==> config.mk <==
export PLATFORM = sky130hd
export DESIGN_NAME = mem_rd_ctrl
export DESIGN_NICKNAME = d
export VERILOG_FILES = /design/src/rtl/mem_rd_ctrl.sv
export SDC_FILE = /design/constraint.sdc
export NUM_CORES = 1
export LEC_CHECK = 0
export BUFFER_PORTS_ARGS = -buffer_cell sky130_fd_sc_hd__buf_4
export CAP_MARGIN = 20
export CORE_AREA = 2 2 133 135
export CTS_CLUSTER_DIAMETER = 150
export CTS_CLUSTER_SIZE = 20
export DETAILED_ROUTE_END_ITERATION = 10
export DIE_AREA = 0 0 135 137
export SLEW_MARGIN = 10
export SYNTH_ARGS = -nofsm -noshare
export SYNTH_HDL_FRONTEND = slang
export SYNTH_SLANG_ARGS = --single-unit
==> constraint.sdc <==
create_clock -name clk -period 7.29 [get_ports clk]
set_clock_uncertainty 0.2 [all_clocks]
set_input_delay 1.458 -clock clk [delete_from_list [all_inputs] [get_ports clk]]
set_output_delay 1.458 -clock clk [all_outputs]
set_load 0.01 [all_outputs]
==> src/rtl/mem_rd_ctrl.sv <==
// Read-side sequencer: issues N consecutive row reads per bank from a latched base address.
// Lane k optionally lags lane 0 by k cycles to give the systolic array its diagonal skew.
module mem_rd_ctrl #(
  parameter int SYS_ROW    = 16,
  parameter int SYS_COL    = 16,
  parameter int DATA_WIDTH = 16,
  parameter int ACCUM_SIZE = 4096,
  parameter int ADDR_WIDTH = 8,
  parameter int SKEW_EN    = 1
) (
  input  logic                  clk,
  input  logic                  rst,
  input  logic                  rd_start,
  input  logic [DATA_WIDTH-1:0] num_row,
  input  logic [ADDR_WIDTH-1:0] base_addr,
  output logic [SYS_ROW-1:0]    rd_en_out,
  output logic [ADDR_WIDTH-1:0] rd_addr [SYS_ROW],
  output logic                  busy,
  output logic                  rd_done
);

  localparam int ACCUM_ROW = ACCUM_SIZE / SYS_COL;
  localparam logic [DATA_WIDTH-1:0] ACCUM_ROW_W = DATA_WIDTH'(ACCUM_ROW);
  localparam logic [DATA_WIDTH-1:0] DRAIN_LAST  = DATA_WIDTH'((SYS_ROW > 1) ? SYS_ROW - 2 : 0);
  localparam bit USE_DRAIN = (SKEW_EN != 0) && (SYS_ROW > 1);

  typedef enum logic [1:0] {IDLE, ISSUE, DRAIN, DONE} state_e;

  state_e                  state_q, state_d;
  logic [DATA_WIDTH-1:0]   n_q, n_d;
  logic [DATA_WIDTH-1:0]   cnt_q, cnt_d;
  logic [ADDR_WIDTH-1:0]   base_q, base_d;
  logic [DATA_WIDTH-1:0]   n_clamped;
  logic                    lane0_en;
  logic [ADDR_WIDTH-1:0]   lane0_addr;
  logic [SYS_ROW-1:0]      en_q;
  logic [ADDR_WIDTH-1:0]   addr_q [SYS_ROW];
  logic                    busy_q, done_q;

  always_comb n_clamped = (num_row > ACCUM_ROW_W) ? ACCUM_ROW_W : num_row;

  // NOTE: every signal gets its hold value first so no path through the case infers a latch.
  always_comb begin
    state_d = state_q;
    n_d     = n_q;
    cnt_d   = cnt_q;
    base_d  = base_q;
    unique case (state_q)
      IDLE: begin
        if (rd_start) begin
          n_d     = n_clamped;
          base_d  = base_addr;
          cnt_d   = '0;
          state_d = (n_clamped == '0) ? DONE : ISSUE;
        end
      end
      ISSUE: begin
        if (cnt_q == n_q - DATA_WIDTH'(1)) begin
          cnt_d   = '0;
          state_d = USE_DRAIN ? DRAIN : DONE;
        end else begin
          cnt_d = cnt_q + DATA_WIDTH'(1);
        end
      end
      // The counter is reused to wait for the trailing lanes to finish.
      DRAIN: begin
        if (cnt_q == DRAIN_LAST) begin
          cnt_d   = '0;
          state_d = DONE;
        end else begin
          cnt_d = cnt_q + DATA_WIDTH'(1);
        end
      end
      DONE:    state_d = IDLE;
      default: state_d = IDLE;
    endcase
  end

  always_comb begin
    lane0_en   = (state_q == ISSUE);
    lane0_addr = lane0_en ? base_q + ADDR_WIDTH'(cnt_q) : '0;
  end

  always_ff @(posedge clk or posedge rst) begin
    if (rst) begin
      state_q <= IDLE;
      n_q     <= '0;
      cnt_q   <= '0;
      base_q  <= '0;
      busy_q  <= 1'b0;
      done_q  <= 1'b0;
    end else begin
      state_q <= state_d;
      n_q     <= n_d;
      cnt_q   <= cnt_d;
      base_q  <= base_d;
      busy_q  <= (state_q != IDLE);
      done_q  <= (state_q == DONE);
    end
  end

  // NOTE: the address pipeline is reset too; it is a few flops and guarantees zeros outside each window.
  always_ff @(posedge clk or posedge rst) begin
    if (rst) begin
      en_q <= '0;
      for (int k = 0; k < SYS_ROW; k++) addr_q[k] <= '0;
    end else begin
      en_q[0]   <= lane0_en;
      addr_q[0] <= lane0_addr;
      for (int k = 1; k < SYS_ROW; k++) begin
        if (SKEW_EN != 0) begin
          en_q[k]   <= en_q[k-1];
          addr_q[k] <= addr_q[k-1];
        end else begin
          en_q[k]   <= lane0_en;
          addr_q[k] <= lane0_addr;
        end
      end
    end
  end

  assign rd_en_out = en_q;
  assign rd_addr   = addr_q;
  assign busy      = busy_q;
  assign rd_done   = done_q;

endmodule

==> impl_metrics.csv <==
group,metric,value,unit
status,outcome,"complete, no violations",
worst_setup_path,crit_required,7.36,ns
synthesis,avgSynthCellArea,14.2,um^2
synthesis,syn_inst,459,
drt,drc,0,
worst_setup_path,crit_slowest_cell,"or4_1",
final_layout,regArea,0.00470,mm^2
global_routing,grt_overflow,0,
synthesis,netlist_area,0.00653,mm^2
final_layout,num_antenna_cells,0,
die,io_pins,173,
drt,viasPerCell,4.88,
power,power_density,406,mW/mm^2
timing,finalSetupTns,0,ns
clocking,numCtsBuffers,17,
power,ir_drop,0.000248,V
worst_setup_path,path_cells,"ha_1, nor3b_1, a41oi_1, or4_1, a211oi_2, o2111ai_2, buf_4, nand2_1, o311ai_0",
global_routing,grt_first_pass_wirelength,23.1,mm
worst_hold_path,hold_path_class,"flop to flop",
drt,drt-wirelength-per-cell,16.3,um
worst_setup_path,end_kind,"flop",
drt,first_iter_violations,231,
global_routing,grt_max_degree,144,
worst_setup_path,reg2reg_to,"cnt_q[9]$_DFFE_PP0P_",
clocking,clk_latency,0.42,ns
clocking,cts_buffer_depth,2,
die,start_util,38.3,%
drt,num_vias,4290,
clocking,root_buffer,"clkbuf_16",
timing,worstMarginPinSlew,0.945,ns
die,die-area,0.0185,mm^2
die,die-height,137,um
synthesis,synth_nets,502,
clocking,cts_tree,"yes",
global_routing,track_usage,16.3,%
worst_setup_path,reg2reg_depth,9,
timing,rsz0062_at_grt,"no",
synthesis,synth_warnings,0,
drt,drt_pre_antenna_iters,4,
global_routing,grt_pass1_vias,4353,
final_layout,layout-drive-gt1-share,33.9,%
synthesis,yosys-top-cells-area,"dfrtp_1, xnor2_1, ha_1",
placement,dp_slack,3.72,ns
timing,hold_viol,0,
synthesis,synth_area_leader_cell,"dfrtp_1",
synthesis,ys_seq_elements,188,
placement,numPortBuffers,172,
worst_hold_path,hp-start,"rd_addr[97]$_DFF_PP0_",
die,core-area,0.0171,mm^2
worst_setup_path,cp.arrival,3.26,ns
run,max_cap_violations,0,
drt,antenna_left,0,
clocking,cts_htree_levels,4,
timing,fmax,0.313,GHz
timing,worst_slew_margin_rel,37.0,%
timing,setup_violations,0,
synthesis,synth_top_area_share,72.0,%
synthesis,synth_edf_count,0,
synthesis,synthFlopType,"dfrtp_1",
clocking,clock-sinks,188,
synthesis,seq_area_frac_synth,72.0,%
drt,wl,14.3,mm
worst_setup_path,reg2reg_from,"cnt_q[1]$_DFFE_PP0P_",
worst_setup_path,cp-start-kind,"flop",
clocking,post_cts_buffers,0,
worst_hold_path,hold_depth,0,
final_layout,nFillCells,1501,
final_layout,syn_to_final_growth,32.9,%
worst_setup_path,crit_type,"flop to flop",
placement,dp_hpwl,10.3,mm
timing,slew_viol_final,0,
timing,setup_slack,4.10,ns
die,num_rows,48,
global_routing,antenna_found_initial,0,
clocking,clk_pin_slew,0.07,ns
synthesis,synthDistinctLibCells,51,
clocking,cts-resized-gates,0,
clocking,hold_buffers,0,
die,dieWidth,135,um
worst_hold_path,whs_endpoint,"rd_addr[89]$_DFF_PP0_",
power,p_leak,0.00436,uW
timing,post-route-period-util,43.8,%
worst_setup_path,cp_slowest_stage_delay,0.62,ns
synthesis,async_reset_ff_share,100,%
worst_setup_path,regToRegSetupSlack,4.10,ns
final_layout,finalNetCount,684,
timing,fin_crit,3.19,ns
final_layout,multi_input_area,0.00170,mm^2
placement,gp_congestion,0.838,
worst_setup_path,crit_fanout,21,
==> layout make-up <==
class / count / area share (%)
well taps: 225 / 3.24
clock buffers: 17 / 4.90
clock inverters: 15 / 2.00
inverters: 17 / 0.822
multi-input cells: 241 / 19.6
repair buffers: 176 / 15.2
flip-flops and latches: 188 / 54.2
==> routing by layer <==
metal	wire, um	vias up	track usage (%)
li1	-	1970	-
met1	6110	2131	20.6
met2	6890	165	26.1
met3	972	24	4.93
met4	354	0	7.58
met5	0	-	0
==> worst max path at each step <==
stage / startpoint / endpoint / slack (ns) / cells past startpoint
detailed placement: rd_start / cnt_q[12]$_DFFE_PP0P_ / 3.72 / 6
global placement: rd_start / cnt_q[9]$_DFFE_PP0P_ / 3.46 / 5
CTS: cnt_q[1]$_DFFE_PP0P_ / cnt_q[9]$_DFFE_PP0P_ / 4.09 / 9
finish: cnt_q[1]$_DFFE_PP0P_ / cnt_q[9]$_DFFE_PP0P_ / 4.10 / 9
global route: cnt_q[1]$_DFFE_PP0P_ / cnt_q[9]$_DFFE_PP0P_ / 3.91 / 9
floorplan: rst / base_q[0]$_DFFE_PP0P_ / 0.52 / 1
==> state kept, by name (all words and copies together) (netlist names) <==
register,flops
n_q,16
rd_en_out,16
rd_addr,128
rd_done,1
base_q,8
cnt_q,16
busy,1
state_q,2
==> power by group <==
group / internal [uW] / switching (uW) / total [uW]
Sequential: 1380 / 193 / 1570
Combinational: 520 / 522 / 1040
Clock: 489 / 422 / 912
Total: 2390 / 1140 / 3530
==> logic make-up after synthesis <==
| group | Yosys count | share of synthesized area (%) |
|---|---|---|
| adder cells (fa/ha/maj) | 16 | 3.18 |
| AO/OA/AOI/OAI | 58 | 6.19 |
| multiplexers | 14 | 2.30 |
| flip-flops | 188 | 72.0 |
| buffers and inverters | 30 | 1.88 |
| AND/OR/NAND/NOR | 122 | 10.3 |
| XOR/XNOR | 31 | 4.16 |
==> worst max-delay path: cells and delay by family (launching register included) <==
family,cells,cell delay (ns)
and+or+nand+nor,3,1.08
AOI/OAI and AO/OA,4,0.71
DFF,1,0.58
adders and majority gates,1,0.24
buffers and inverters,1,0.24
==> synth_stat cells (9+ instances only) <==
master,instances
inv_1,17
nand3_1,15
nand2_1,27
nor2_1,15
o21ai_0,9
and2_1,15
ha_1,15
clkbuf_1,10
xor2_1,9
dfrtp_1,188
nand4_1,10
xnor2_1,22
==> metrics by stage <==
step | hold slack (ns) | instance area [um^2] | instances | power [uW] | utilization [%]
global route | 0.178 | 8680 | 879 | 3740 | 50.9
floorplan | 0.216 | 6530 | 459 | 2000 | -
CTS | 0.173 | 8680 | 879 | 3580 | 50.9
global placement | 0.158 | 8070 | 846 | 2630 | 47.3
detailed placement | 0.159 | 8080 | 847 | 2660 | 47.4
finish | 0.169 | 8680 | 879 | 3530 | 50.9
==> layout by cell type, fill, tap and decap left out, drive strengths merged, types with 7 or more instances in the layout <==
cell type    n
inv         24
a21oi        8
nor2        15
nand2       27
nand3       15
nand4       10
a22o         7
o21ai       11
xnor2       22
xor2         9
and2        15
dfrtp      188
clkinv       7
a31oi        8
mux2         8
ha          15
buf        176
clkbuf      17
nor4         9
Power figures use the tool's default switching activity.
